$ cat config.mk
export PLATFORM = sky130hd
export DESIGN_NAME = uart_rx_ctrl_flat
export DESIGN_NICKNAME = d
export VERILOG_FILES = /design/src/rtl/uart_rx_pkg.sv /design/src/rtl/uart_rx_ctrl_if.sv /design/src/rtl/uart_rx_edge_bit_cnt.sv /design/src/rtl/uart_rx_ctrl.sv /design/src/flat_wrapper.sv
export SDC_FILE = /design/constraint.sdc
export NUM_CORES = 1
export LEC_CHECK = 0
export CAP_MARGIN = 15
export CORE_MARGIN = 3
export CORE_UTILIZATION = 44
export CTS_BUF_LIST = sky130_fd_sc_hd__clkbuf_4 sky130_fd_sc_hd__clkbuf_8
export CTS_CLUSTER_SIZE = 30
export DETAILED_ROUTE_END_ITERATION = 8
export HOLD_SLACK_MARGIN = 0.12
export PLACE_DENSITY = 0.78
export SYNTH_ARGS = -nofsm -noshare
export SYNTH_HDL_FRONTEND = slang
export SYNTH_SLANG_ARGS = --single-unit
$ cat constraint.sdc
create_clock -name CLK -period 2.2 [get_ports CLK]
set_input_delay 0.44 -clock CLK [delete_from_list [all_inputs] [get_ports CLK]]
set_output_delay 0.44 -clock CLK [all_outputs]
set_load 0.01 [all_outputs]
$ cat src/rtl/uart_rx_pkg.sv
// -----------------------------------------------------------------------------
// uart_rx_pkg
//   Shared definitions for the UART receiver control slice:
//     - default widths (data bits, prescale/edge counter, bit counter)
//     - receiver state enum and the matching legacy-style state constants
//     - sample-edge helpers derived from the oversampling ratio P
//   Configuration macro used by the slice: UART_RX_PARITY_EN
// -----------------------------------------------------------------------------
package uart_rx_pkg;

    localparam int UART_DATA_WIDTH = 8;
    localparam int UART_PRESCALE_W = 6;
    localparam int UART_BIT_CNT_W  = 4;
    localparam int UART_STATE_W    = 3;

    typedef enum logic [UART_STATE_W-1:0] {
        IDLE    = 3'd0,
        START   = 3'd1,
        DATA    = 3'd2,
        PARITY  = 3'd3,
        STOP    = 3'd4,
        ERR_CHK = 3'd5
    } uart_rx_state_e;

    localparam logic [UART_STATE_W-1:0] ST_IDLE    = 3'(IDLE);
    localparam logic [UART_STATE_W-1:0] ST_START   = 3'(START);
    localparam logic [UART_STATE_W-1:0] ST_DATA    = 3'(DATA);
    localparam logic [UART_STATE_W-1:0] ST_PARITY  = 3'(PARITY);
    localparam logic [UART_STATE_W-1:0] ST_STOP    = 3'(STOP);
    localparam logic [UART_STATE_W-1:0] ST_ERR_CHK = 3'(ERR_CHK);

    // First of the three sampler edges (P/2-1, P/2, P/2+1).
    function automatic logic [UART_PRESCALE_W-1:0] samp_edge_first(input logic [UART_PRESCALE_W-1:0] p);
        return (p >> 1) - UART_PRESCALE_W'(1);
    endfunction

    // Edge on which the checker / deserializer enables fire, one past the last sample.
    function automatic logic [UART_PRESCALE_W-1:0] chk_edge(input logic [UART_PRESCALE_W-1:0] p);
        return (p >> 1) + UART_PRESCALE_W'(2);
    endfunction

    // STOP is left half a bit early so a following start bit is not missed.
    function automatic logic [UART_PRESCALE_W-1:0] stop_exit_edge(input logic [UART_PRESCALE_W-1:0] p);
        return (p >> 1) + UART_PRESCALE_W'(3);
    endfunction

endpackage

$ cat src/rtl/uart_rx_ctrl_if.sv
// -----------------------------------------------------------------------------
// uart_rx_ctrl_if
//   Bundles the receiver control signals between the line/datapath side
//   (master) and the control FSM (slave).
//   master drives : RX_IN, Prescale, PAR_EN, par_err, strt_glitch, stp_err
//   slave drives  : edge_cnt, bit_cnt, dat_samp_en, deser_en, strt_chk_en,
//                   par_chk_en, stp_chk_en, data_valid, state_dbg
//   Protocol: there is no back-pressure. data_valid is a one-cycle strobe with
//   no ready; the consumer must take the frame in the cycle it is high. The
//   *_chk_en / deser_en signals are likewise single-cycle strobes, and the
//   checker flags are expected to be registered, valid the cycle after.
//   Configuration macro affecting users of this bundle: UART_RX_PARITY_EN
// -----------------------------------------------------------------------------
interface uart_rx_ctrl_if #(
    parameter int PRESCALE_W = 6,
    parameter int BIT_CNT_W  = 4
);
    logic                  RX_IN;
    logic [PRESCALE_W-1:0] Prescale;
    logic                  PAR_EN;
    logic                  par_err;
    logic                  strt_glitch;
    logic                  stp_err;

    logic [PRESCALE_W-1:0] edge_cnt;
    logic [BIT_CNT_W-1:0]  bit_cnt;
    logic                  dat_samp_en;
    logic                  deser_en;
    logic                  strt_chk_en;
    logic                  par_chk_en;
    logic                  stp_chk_en;
    logic                  data_valid;
    logic [2:0]            state_dbg;

    modport master (
        output RX_IN, Prescale, PAR_EN, par_err, strt_glitch, stp_err,
        input  edge_cnt, bit_cnt, dat_samp_en, deser_en, strt_chk_en,
               par_chk_en, stp_chk_en, data_valid, state_dbg
    );

    modport slave (
        input  RX_IN, Prescale, PAR_EN, par_err, strt_glitch, stp_err,
        output edge_cnt, bit_cnt, dat_samp_en, deser_en, strt_chk_en,
               par_chk_en, stp_chk_en, data_valid, state_dbg
    );
endinterface

$ cat src/rtl/uart_rx_edge_bit_cnt.sv
// -----------------------------------------------------------------------------
// uart_rx_edge_bit_cnt
//   Oversampling edge counter plus frame bit counter.
//   CLK          in  system clock
//   RST          in  asynchronous active-low reset
//   en_i         in  advance the counters this cycle
//   clr_i        in  synchronous clear (wins over en_i)
//   edge_last_i  in  last edge index of a bit (P-1)
//   edge_cnt_o   out edge index within the current bit
//   bit_cnt_o    out bit index within the frame
// -----------------------------------------------------------------------------
module uart_rx_edge_bit_cnt #(
    parameter int PRESCALE_W = 6,
    parameter int BIT_CNT_W  = 4
) (
    input  logic                  CLK,
    input  logic                  RST,
    input  logic                  en_i,
    input  logic                  clr_i,
    input  logic [PRESCALE_W-1:0] edge_last_i,
    output logic [PRESCALE_W-1:0] edge_cnt_o,
    output logic [BIT_CNT_W-1:0]  bit_cnt_o
);

    logic [PRESCALE_W-1:0] edge_q, edge_d;
    logic [BIT_CNT_W-1:0]  bit_q, bit_d;

    always_comb begin
        edge_d = edge_q;
        bit_d  = bit_q;
        if (clr_i) begin
            edge_d = '0;
            bit_d  = '0;
        end else if (en_i) begin
            if (edge_q == edge_last_i) begin
                edge_d = '0;
                bit_d  = bit_q + BIT_CNT_W'(1);
            end else begin
                edge_d = edge_q + PRESCALE_W'(1);
            end
        end
    end

    always_ff @(posedge CLK or negedge RST) begin
        if (!RST) begin
            edge_q <= '0;
            bit_q  <= '0;
        end else begin
            edge_q <= edge_d;
            bit_q  <= bit_d;
        end
    end

    assign edge_cnt_o = edge_q;
    assign bit_cnt_o  = bit_q;

endmodule

$ cat src/rtl/uart_rx_ctrl.sv
// -----------------------------------------------------------------------------
// uart_rx_ctrl
//   UART receiver control FSM. Walks each frame through START, DATA, optional
//   PARITY and STOP, pulses the sampler / deserializer / checker enables and
//   raises data_valid for one cycle on an error-free frame.
//   CLK  in  system clock, rising edge
//   RST  in  asynchronous active-low reset
//   bus  uart_rx_ctrl_if.slave: RX_IN, Prescale, PAR_EN and checker flags in;
//        edge_cnt, bit_cnt, enables, data_valid and state_dbg out
//   Macro UART_RX_PARITY_EN: when defined, PAR_EN selects a PARITY bit and
//   par_err gates data_valid; when undefined, both are ignored and par_chk_en
//   stays 0.
// -----------------------------------------------------------------------------
module uart_rx_ctrl
    import uart_rx_pkg::*;
#(
    parameter int DATA_WIDTH = UART_DATA_WIDTH,
    parameter int PRESCALE_W = UART_PRESCALE_W,
    parameter int BIT_CNT_W  = UART_BIT_CNT_W
) (
    input logic           CLK,
    input logic           RST,
    uart_rx_ctrl_if.slave bus
);

    localparam logic [BIT_CNT_W-1:0] LAST_DATA_BIT = BIT_CNT_W'(DATA_WIDTH);

    logic [2:0]            state_q, state_d;
    logic [PRESCALE_W-1:0] presc_q, presc_d;
    logic [PRESCALE_W-1:0] edge_cnt;
    logic [BIT_CNT_W-1:0]  bit_cnt;
    logic                  in_frame;
    logic                  start_go;
    logic                  last_edge;
    logic                  at_chk;
    logic                  par_ok;

    assign in_frame = (state_q == ST_START) || (state_q == ST_DATA) ||
                      (state_q == ST_PARITY) || (state_q == ST_STOP);

    // A new frame starts from IDLE or straight out of ERR_CHK on a low line.
    assign start_go = ((state_q == ST_IDLE) || (state_q == ST_ERR_CHK)) && !bus.RX_IN;

    // Prescale is frozen for the whole frame so a mid-frame change cannot
    // corrupt the edge arithmetic.
    assign presc_d = start_go ? bus.Prescale : presc_q;

    assign last_edge = (edge_cnt == (presc_q - PRESCALE_W'(1)));
    assign at_chk    = (edge_cnt == chk_edge(presc_q));

`ifdef UART_RX_PARITY_EN
    logic par_en_q, par_en_d;

    assign par_en_d = start_go ? bus.PAR_EN : par_en_q;

    always_ff @(posedge CLK or negedge RST) begin
        if (!RST) par_en_q <= 1'b0;
        else      par_en_q <= par_en_d;
    end

    assign par_ok         = !(par_en_q && bus.par_err);
    assign bus.par_chk_en = (state_q == ST_PARITY) && at_chk;
`else
    logic unused_par;

    assign unused_par     = bus.PAR_EN ^ bus.par_err;
    assign par_ok         = 1'b1;
    assign bus.par_chk_en = 1'b0;
`endif

    always_comb begin
        state_d = state_q;
        case (state_q)
            ST_IDLE: begin
                if (!bus.RX_IN) state_d = ST_START;
            end
            ST_START: begin
                if (last_edge) state_d = bus.strt_glitch ? ST_IDLE : ST_DATA;
            end
            ST_DATA: begin
                if (last_edge && (bit_cnt == LAST_DATA_BIT)) begin
`ifdef UART_RX_PARITY_EN
                    state_d = par_en_q ? ST_PARITY : ST_STOP;
`else
                    state_d = ST_STOP;
`endif
                end
            end
`ifdef UART_RX_PARITY_EN
            ST_PARITY: begin
                if (last_edge) state_d = ST_STOP;
            end
`endif
            ST_STOP: begin
                if (edge_cnt == stop_exit_edge(presc_q)) state_d = ST_ERR_CHK;
            end
            ST_ERR_CHK: begin
                state_d = bus.RX_IN ? ST_IDLE : ST_START;
            end
            default: begin
                state_d = ST_IDLE;
            end
        endcase
    end

    always_ff @(posedge CLK or negedge RST) begin
        if (!RST) begin
            state_q <= ST_IDLE;
            presc_q <= '0;
        end else begin
            state_q <= state_d;
            presc_q <= presc_d;
        end
    end

    // Counters only run inside a frame and sit at zero otherwise, so every
    // frame (including one entered from ERR_CHK) starts from edge 0, bit 0.
    uart_rx_edge_bit_cnt #(
        .PRESCALE_W (PRESCALE_W),
        .BIT_CNT_W  (BIT_CNT_W)
    ) u_cnt (
        .CLK         (CLK),
        .RST         (RST),
        .en_i        (in_frame),
        .clr_i       (!in_frame),
        .edge_last_i (presc_q - PRESCALE_W'(1)),
        .edge_cnt_o  (edge_cnt),
        .bit_cnt_o   (bit_cnt)
    );

    assign bus.edge_cnt    = edge_cnt;
    assign bus.bit_cnt     = bit_cnt;
    assign bus.dat_samp_en = in_frame;
    assign bus.deser_en    = (state_q == ST_DATA) && at_chk;
    assign bus.strt_chk_en = (state_q == ST_START) && at_chk;
    assign bus.stp_chk_en  = (state_q == ST_STOP) && at_chk;
    assign bus.data_valid  = (state_q == ST_ERR_CHK) && !bus.stp_err && par_ok;
    assign bus.state_dbg   = state_q;

endmodule
$ cat src/flat_wrapper.sv
// flat-port wrapper written by rule: the top's interface ports become plain ports
module uart_rx_ctrl_flat import uart_rx_pkg::*;
#(
    parameter int DATA_WIDTH = UART_DATA_WIDTH,
    parameter int PRESCALE_W = UART_PRESCALE_W,
    parameter int BIT_CNT_W  = UART_BIT_CNT_W
)
  (CLK, RST, bus_RX_IN, bus_Prescale, bus_PAR_EN, bus_par_err, bus_strt_glitch, bus_stp_err, bus_edge_cnt, bus_bit_cnt, bus_dat_samp_en, bus_deser_en, bus_strt_chk_en, bus_par_chk_en, bus_stp_chk_en, bus_data_valid, bus_state_dbg);
  uart_rx_ctrl_if #(.PRESCALE_W(PRESCALE_W), .BIT_CNT_W(BIT_CNT_W)) bus_i ();
  input logic CLK;
  input logic RST;
  input wire logic [$bits(bus_i.RX_IN)-1:0] bus_RX_IN;
  input wire logic [$bits(bus_i.Prescale)-1:0] bus_Prescale;
  input wire logic [$bits(bus_i.PAR_EN)-1:0] bus_PAR_EN;
  input wire logic [$bits(bus_i.par_err)-1:0] bus_par_err;
  input wire logic [$bits(bus_i.strt_glitch)-1:0] bus_strt_glitch;
  input wire logic [$bits(bus_i.stp_err)-1:0] bus_stp_err;
  output wire logic [$bits(bus_i.edge_cnt)-1:0] bus_edge_cnt;
  output wire logic [$bits(bus_i.bit_cnt)-1:0] bus_bit_cnt;
  output wire logic [$bits(bus_i.dat_samp_en)-1:0] bus_dat_samp_en;
  output wire logic [$bits(bus_i.deser_en)-1:0] bus_deser_en;
  output wire logic [$bits(bus_i.strt_chk_en)-1:0] bus_strt_chk_en;
  output wire logic [$bits(bus_i.par_chk_en)-1:0] bus_par_chk_en;
  output wire logic [$bits(bus_i.stp_chk_en)-1:0] bus_stp_chk_en;
  output wire logic [$bits(bus_i.data_valid)-1:0] bus_data_valid;
  output wire logic [$bits(bus_i.state_dbg)-1:0] bus_state_dbg;
  assign bus_i.RX_IN = bus_RX_IN;
  assign bus_i.Prescale = bus_Prescale;
  assign bus_i.PAR_EN = bus_PAR_EN;
  assign bus_i.par_err = bus_par_err;
  assign bus_i.strt_glitch = bus_strt_glitch;
  assign bus_i.stp_err = bus_stp_err;
  assign bus_edge_cnt = bus_i.edge_cnt;
  assign bus_bit_cnt = bus_i.bit_cnt;
  assign bus_dat_samp_en = bus_i.dat_samp_en;
  assign bus_deser_en = bus_i.deser_en;
  assign bus_strt_chk_en = bus_i.strt_chk_en;
  assign bus_par_chk_en = bus_i.par_chk_en;
  assign bus_stp_chk_en = bus_i.stp_chk_en;
  assign bus_data_valid = bus_i.data_valid;
  assign bus_state_dbg = bus_i.state_dbg;
  uart_rx_ctrl #(.DATA_WIDTH(DATA_WIDTH), .PRESCALE_W(PRESCALE_W), .BIT_CNT_W(BIT_CNT_W)) u_core (.CLK(CLK), .RST(RST), .bus(bus_i));
endmodule
After elaboration in Yosys (flattened, before gate mapping)
Cells that the tools add are included.
{"block": "classes", "n_addsub": 5, "multipliers": 0, "div": 0, "order_cmp": 0, "n_eq_ne": 14, "n_shift": 0, "n_mux": 11, "bitwise": 0, "n_reduce_logical": 14}
{"cell": "6-bit == test", "n": 3}
{"cell": "3-bit case mux with 5 select lines", "n": 1}
{"cell": "5-bit by 2-bit adder with 6-bit output (second input constant)", "n": 2}
{"cell": "3-bit 2-to-1 mux", "n": 4}
{"cell": "6-bit 2-to-1 mux", "n": 2}
{"cell": "4-bit 2-to-1 mux", "n": 2}
{"cell": "6-bit by 1-bit adder with 6-bit output (second input constant)", "n": 1}
{"cell": "3-bit by 2-bit == test with 1-bit output (second input constant)", "n": 2}
{"cell": "3-bit == test (second input constant)", "n": 2}
{"cell": "1-bit logical AND", "n": 6}
{"cell": "2-bit by 1-bit != test with 1-bit output (second input constant)", "n": 3}
{"cell": "6-bit by 1-bit subtractor with 6-bit output (second input constant)", "n": 1}
{"cell": "4-bit by 1-bit adder with 4-bit output (second input constant)", "n": 1}
{"cell": "4-bit == test (second input constant)", "n": 1}
{"cell": "1-bit logical OR", "n": 4}
{"cell": "2-bit != test (second input constant)", "n": 2}
{"cell": "4-bit AND reduction", "n": 1}
{"cell": "3-bit by 1-bit == test with 1-bit output (second input constant)", "n": 1}
{"cell": "3-bit zero test", "n": 1}
{"cell": "1-bit zero test", "n": 2}
{"cell": "2-bit 2-to-1 mux", "n": 1}
{"cell": "1-bit 2-to-1 mux", "n": 1}
{"block": "word_totals", "regBits": 19, "latchBits": 0, "mem_bits_rw": 0, "rom_bits": 0, "input_bits": 13, "out_inout_bits": 19, "word_cells": 48, "mem_count": 0}

Longest topological paths before layout
{"block": "depth", "ltp_word": 5, "depth_mapped": 8, "depth_no_buf": 7}

Hierarchy
Synthesis repeated with hierarchy kept, for this count alone.
{"block": "hier_totals", "cells_unflattened": 167, "area_unflattened_um2": 1529.0}
{"module": "uart_rx_ctrl", "n_inst": 1, "cells_per_inst": 103, "area_per_inst_um2": 949.7, "seq_area_each_um2": 225.2}
{"module": "uart_rx_edge_bit_cnt", "n_inst": 1, "cells_per_inst": 64, "area_per_inst_um2": 579.3, "seq_area_each_um2": 250.2}

Worst setup path after synthesis
OpenSTA, ideal clock, no wires.
{"block": "synth_path", "path_kind": "reg-to-output", "from": "register u_core.presc_q[2]", "to": "output port bus_strt_chk_en", "arrival_time_ns": 1.597, "required_time_ns": 1.760, "slack_ns": 0.163, "path_stages_with_launch": 7, "path_buffers": 0, "cell_sequence": "dfrtp_1 > ha_1 > nor3b_1 > a21oi_1 > a221oi_1 > nand4_1 > nor3_1"}
{"block": "synth_between", "elab_chain_len": 3}
{"item": "start: declaration", "line": "uart_rx_ctrl.sv:29", "source": "logic [PRESCALE_W-1:0] presc_q, presc_d;"}
{"item": "start signal: assignment", "line": "uart_rx_ctrl.sv:112", "source": "presc_q <= presc_d;"}
{"item": "5-bit by 2-bit adder with 6-bit output", "line": "uart_rx_pkg.sv:39", "source": "return (p >> 1) + UART_PRESCALE_W'(2);"}
{"item": "6-bit == test", "line": "uart_rx_ctrl.sv:49", "source": "assign at_chk = (edge_cnt == chk_edge(presc_q));"}
{"item": "1-bit logical AND", "line": "uart_rx_ctrl.sv:135", "source": "assign bus.strt_chk_en = (state_q == ST_START) && at_chk;"}
{"item": "end: declaration", "line": "flat_wrapper.sv:22", "source": "output wire logic [$bits(bus_i.strt_chk_en)-1:0] bus_strt_chk_en;"}
Every way passes these cells.

Worst setup path after layout
{"block": "layout_path", "from": "register u_core.presc_q[4]", "to": "output port bus_strt_chk_en"}
Same word-level chain as after synthesis.

==> run_results.csv <==
group,metric,value,unit
run_status,run_status,"finished with violations",
run_status,violated_checks,"setup timing",
floorplan,initial_utilization,47.10,%
yosys,synth_seq_cells,19,
routing,totalWireLength,4060,um
sta,grt_setup_unrepaired,"yes",
clock_tree,clk_pin_slew_worst_paths,0.11,ns
cells_and_area,stdcell_area,2101,um2
routing,num_vias,1354,
yosys,syn_inst,157,
sta,timing.final.crit_share,106.5,%
flow_run,timing.max_cap.violations,0,
global_routing,grt_use_total,20.47,%
routing,drt-vias-per-instance,5.352,
clock_tree,cts-buffers-inserted,3,
setup_path,worst_setup_path_end_kind,"output pin",
floorplan,die-height,63.63,um
yosys,top_flip_flop_cell_by_instance_count_after_synthesis,"sky130_fd_sc_hd__dfrtp_1",
placement,placed_cells,247,
floorplan,ios,32,
sta,timing.fmax,426.9,MHz
routing,drt_iter0_markers,40,
setup_path,crit_slowest_cell,"sky130_fd_sc_hd__dfrtp_1",
yosys,share_of_yosys_cell_area_claimed_by_the_top_area_cell_type,32.53,%
sta,finalSetupViolations,3,
pwr,total_leakage_power,0.9053,nW
routing,wl_per_cell,16.05,um
clock_tree,hold_buffers,0,
yosys,synth_seq_area_share,32.53,%
placement,portBuffers,28,
clock_tree,clk_root_buffer_cell,"sky130_fd_sc_hd__clkbuf_4",
pwr,worst_supply_voltage_drop_on_vdd,0.0006733,V
clock_tree,cts.sinks,19,
sta,final.hold.worst_slack,0.4629,ns
cells_and_area,fraction_of_final_layout_cells_with_drive_strength_greater_than_1,33.49,%
setup_path,cp_num_buf_inv,2,
yosys,synth.lib_cells_used.distinct,41,
routing,drt_drc_violations_left,0,
setup_path,critPathRequiredTime,1.76,ns
yosys,nets_in_the_synthesized_netlist,179,
global_routing,grt_start_max_net_pins,20,
global_routing,antenna_found_initial,0,
cells_and_area,post_layout_nonfiller_instances,253,
clock_tree,cts_tree,"yes",
global_routing,first_global_vias,1395,
yosys,netlist_area,1461,um2
yosys,synth_area_leader_cell,"sky130_fd_sc_hd__dfrtp_1",
sta,timing.final.max_slew_violations,0,
placement,final_wtd_congestion,0.8981,
routing,drt_pass1_iterations,4,
cells_and_area,final_nets,232,
cells_and_area,syn_to_final_growth,43.75,%
yosys,ys_top_cells_by_area,"sky130_fd_sc_hd__dfrtp_1 33%, sky130_fd_sc_hd__xnor2_1 7.8%, sky130_fd_sc_hd__ha_1 7.7%",
hold_path,hold_path_class,"primary input to async pin",
pwr,overall_power,1.970,mW
clock_tree,clk_latency,0.30,ns
setup_path,crit_chain,"buf_4 -> nor2b_1 -> o21ai_0 -> o2bb2ai_1 -> nand4_1 -> nor3_1 -> buf_2",
sta,setup_ws,-0.1422,ns
clock_tree,cts-root-to-sink-buffers,2,
global_routing,grt_first_pass_wirelength,6541,um
setup_path,timing.critical_path.arrival,1.90,ns
setup_path,worstSetupPathType,"flop to output pin",
sta,finalCriticalPeriod,2.342,ns
cells_and_area,layout.filler_cells,250,
setup_path,worstSetupStartpointType,"flop",
routing,route.antenna.remaining_nets,0,
setup_path,path_delay_family,"flip-flops",
global_routing,grt.overflow.total,0,
yosys,synth_warnings,0,
setup_path,slowest_delay,0.47,ns
floorplan,die_w,63.63,um
yosys,number_of_synthesized_flops_with_an_enable_pin,0,
placement,dpl_cell_area,1941,um2
placement,place.detailed.hpwl,2871,um
floorplan,core-area,3103,um2
yosys,postSynth.asyncResetShare,100.0,%
floorplan,core.rowCount,20,
sta,final.setup_skew,0.003066,ns
pwr,power_per_cell_area,938.0,nW/um2
clock_tree,htreeDepth,1,
sta,finalHoldViolations,0,
cells_and_area,diodes,0,
setup_path,crit_fanout,7,
yosys,syn_area_per_cell,9.308,um2
floorplan,die_ar,4049,um2
[routing by layer]
layer  wire length [um]  track usage [%]  vias up  share of wire [%]
met4                157            8.086        0                3.9
met3                143            4.635       13                3.5
li1                   -                -      647                  -
met1               1705            24.72      654                 42
met2               2053            34.94       40                 51
met5                  0                0        -                  0
[cell type report]
class / count / area [um2] / share of cell area [%]
multi-input combinational: 119 / 1011 / 48.12
inverter: 10 / 40.04 / 1.906
clock buffer: 4 / 30.03 / 1.429
tap: 44 / 55.05 / 2.621
sequential: 19 / 476.7 / 22.69
timing repair buffer: 57 / 488.0 / 23.23
[cells in the final DEF (no fill, tap or decap), types with 2 or more instances in the layout]
| master | n |
|---|---|
| sky130_fd_sc_hd__xor2_1 | 9 |
| sky130_fd_sc_hd__a21oi_1 | 5 |
| sky130_fd_sc_hd__a21oi_2 | 3 |
| sky130_fd_sc_hd__buf_6 | 2 |
| sky130_fd_sc_hd__and3_4 | 2 |
| sky130_fd_sc_hd__dfrtp_1 | 18 |
| sky130_fd_sc_hd__clkdlybuf4s50_1 | 23 |
| sky130_fd_sc_hd__o21ai_0 | 3 |
| sky130_fd_sc_hd__clkbuf_4 | 4 |
| sky130_fd_sc_hd__o21ba_2 | 2 |
| sky130_fd_sc_hd__nor2b_1 | 2 |
| sky130_fd_sc_hd__buf_2 | 3 |
| sky130_fd_sc_hd__o22ai_1 | 2 |
| sky130_fd_sc_hd__a211oi_1 | 2 |
| sky130_fd_sc_hd__ha_1 | 7 |
| sky130_fd_sc_hd__buf_4 | 27 |
| sky130_fd_sc_hd__xnor2_1 | 10 |
| sky130_fd_sc_hd__nor2_1 | 6 |
| sky130_fd_sc_hd__nand2_1 | 6 |
| sky130_fd_sc_hd__and3_1 | 2 |
| sky130_fd_sc_hd__nand2b_1 | 4 |
| sky130_fd_sc_hd__ha_4 | 2 |
| sky130_fd_sc_hd__nand3b_1 | 3 |
| sky130_fd_sc_hd__nand3_1 | 5 |
| sky130_fd_sc_hd__nor3_1 | 8 |
| sky130_fd_sc_hd__mux2_2 | 7 |
| sky130_fd_sc_hd__dlygate4sd2_1 | 2 |
| sky130_fd_sc_hd__inv_1 | 9 |
| sky130_fd_sc_hd__xnor2_2 | 3 |
| sky130_fd_sc_hd__or3_1 | 2 |
[worst reg2reg max path, stage by stage (launching register included)]
cell and delay (ns):
sky130_fd_sc_hd__dfrtp_1 0.44, sky130_fd_sc_hd__buf_6 0.15, sky130_fd_sc_hd__inv_4 0.07, sky130_fd_sc_hd__buf_4 0.12, sky130_fd_sc_hd__ha_4 0.13, sky130_fd_sc_hd__nor4b_4 0.26, sky130_fd_sc_hd__xnor2_2 0.20, sky130_fd_sc_hd__nand3_2 0.15
sky130_fd_sc_hd__or4_4 0.45, sky130_fd_sc_hd__a21oi_2 0.14
[cell usage after synthesis (2+ instances only)]
| master | instances |
|---|---|
| sky130_fd_sc_hd__o31ai_1 | 2 |
| sky130_fd_sc_hd__o22ai_1 | 2 |
| sky130_fd_sc_hd__nand2b_1 | 4 |
| sky130_fd_sc_hd__nand3_1 | 6 |
| sky130_fd_sc_hd__nand2_1 | 6 |
| sky130_fd_sc_hd__and3_1 | 3 |
| sky130_fd_sc_hd__xor2_1 | 10 |
| sky130_fd_sc_hd__a21oi_1 | 8 |
| sky130_fd_sc_hd__o21ba_2 | 2 |
| sky130_fd_sc_hd__buf_6 | 2 |
| sky130_fd_sc_hd__nor3_1 | 9 |
| sky130_fd_sc_hd__nand3b_1 | 3 |
| sky130_fd_sc_hd__or3_1 | 2 |
| sky130_fd_sc_hd__mux2_2 | 7 |
| sky130_fd_sc_hd__inv_1 | 10 |
| sky130_fd_sc_hd__xnor2_1 | 13 |
| sky130_fd_sc_hd__dfrtp_1 | 19 |
| sky130_fd_sc_hd__a211oi_1 | 2 |
| sky130_fd_sc_hd__o21ai_0 | 4 |
| sky130_fd_sc_hd__nor2b_1 | 3 |
| sky130_fd_sc_hd__ha_1 | 9 |
| sky130_fd_sc_hd__nor2_1 | 7 |
| sky130_fd_sc_hd__nor3b_1 | 2 |
| sky130_fd_sc_hd__buf_2 | 5 |
[registers in the layout, indices dropped and copies added, names as in the netlist]
register                 count
u_core.bus.state_dbg         3
u_core.presc_q               6
u_core.u_cnt.bit_cnt_o       4
u_core.u_cnt.edge_cnt_o      6
[through the flow]
stage | util [%] | setup TNS, ns | setup slack [ns]
3_3_place_gp | 62.54 | -0.6722 | -0.2773
6_report | 67.70 | -0.2597 | -0.1422
5_1_grt | 67.70 | -0.6803 | -0.2589
4_1_cts | 63.59 | -0.3515 | -0.1519
3_5_place_dp | 62.54 | -0.8316 | -0.3123
2_1_floorplan | - | 0 | 0.1632
[cells by family after synthesis]
group | count (synthesis) | share of synthesized area (%)
and+or+nand+nor | 51 | 19.95
AOI/OAI and AO/OA | 27 | 13.10
xor gates and xnor gates | 23 | 13.78
DFF | 19 | 32.53
buffers and inverters | 19 | 6.592
adders and majority gates | 9 | 7.706
muxes | 8 | 6.079
other | 1 | 0.2566
[where the power goes]
| part | switching (mW) | internal (mW) |
|---|---|---|
| clock | 0.111 | 0.0831 |
| sequential | 0.104 | 0.431 |
| combinational | 0.598 | 0.644 |
| total | 0.812 | 1.16 |
[path summary, 6_finish.rpt]
kind / from / to / slack, ns / depth (start not counted)
worst max register to register: u_core.presc_q[2] / u_core.u_cnt.bit_cnt_o[3] / 0.03 / 9
worst max-delay path: u_core.presc_q[4] / bus_strt_chk_en / -0.14 / 7
worst min register to register: u_core.u_cnt.bit_cnt_o[3] / u_core.u_cnt.bit_cnt_o[3] / 0.58 / 2
max in group asynchronous: RST / u_core.bus.state_dbg[0] / 1.52 / 2
worst min-delay path: RST / u_core.u_cnt.edge_cnt_o[0] / 0.46 / 2
min in group CLK: u_core.u_cnt.bit_cnt_o[3] / u_core.u_cnt.bit_cnt_o[3] / 0.58 / 2
[timing repair]
action                     CTS  global route
setup buffers                0             2
resized for setup           20            22
pin swaps                   10             8
hold endpoints to repair     0             0
setup endpoints to repair    5            15
No activity file was read; power rests on OpenSTA's default activity.
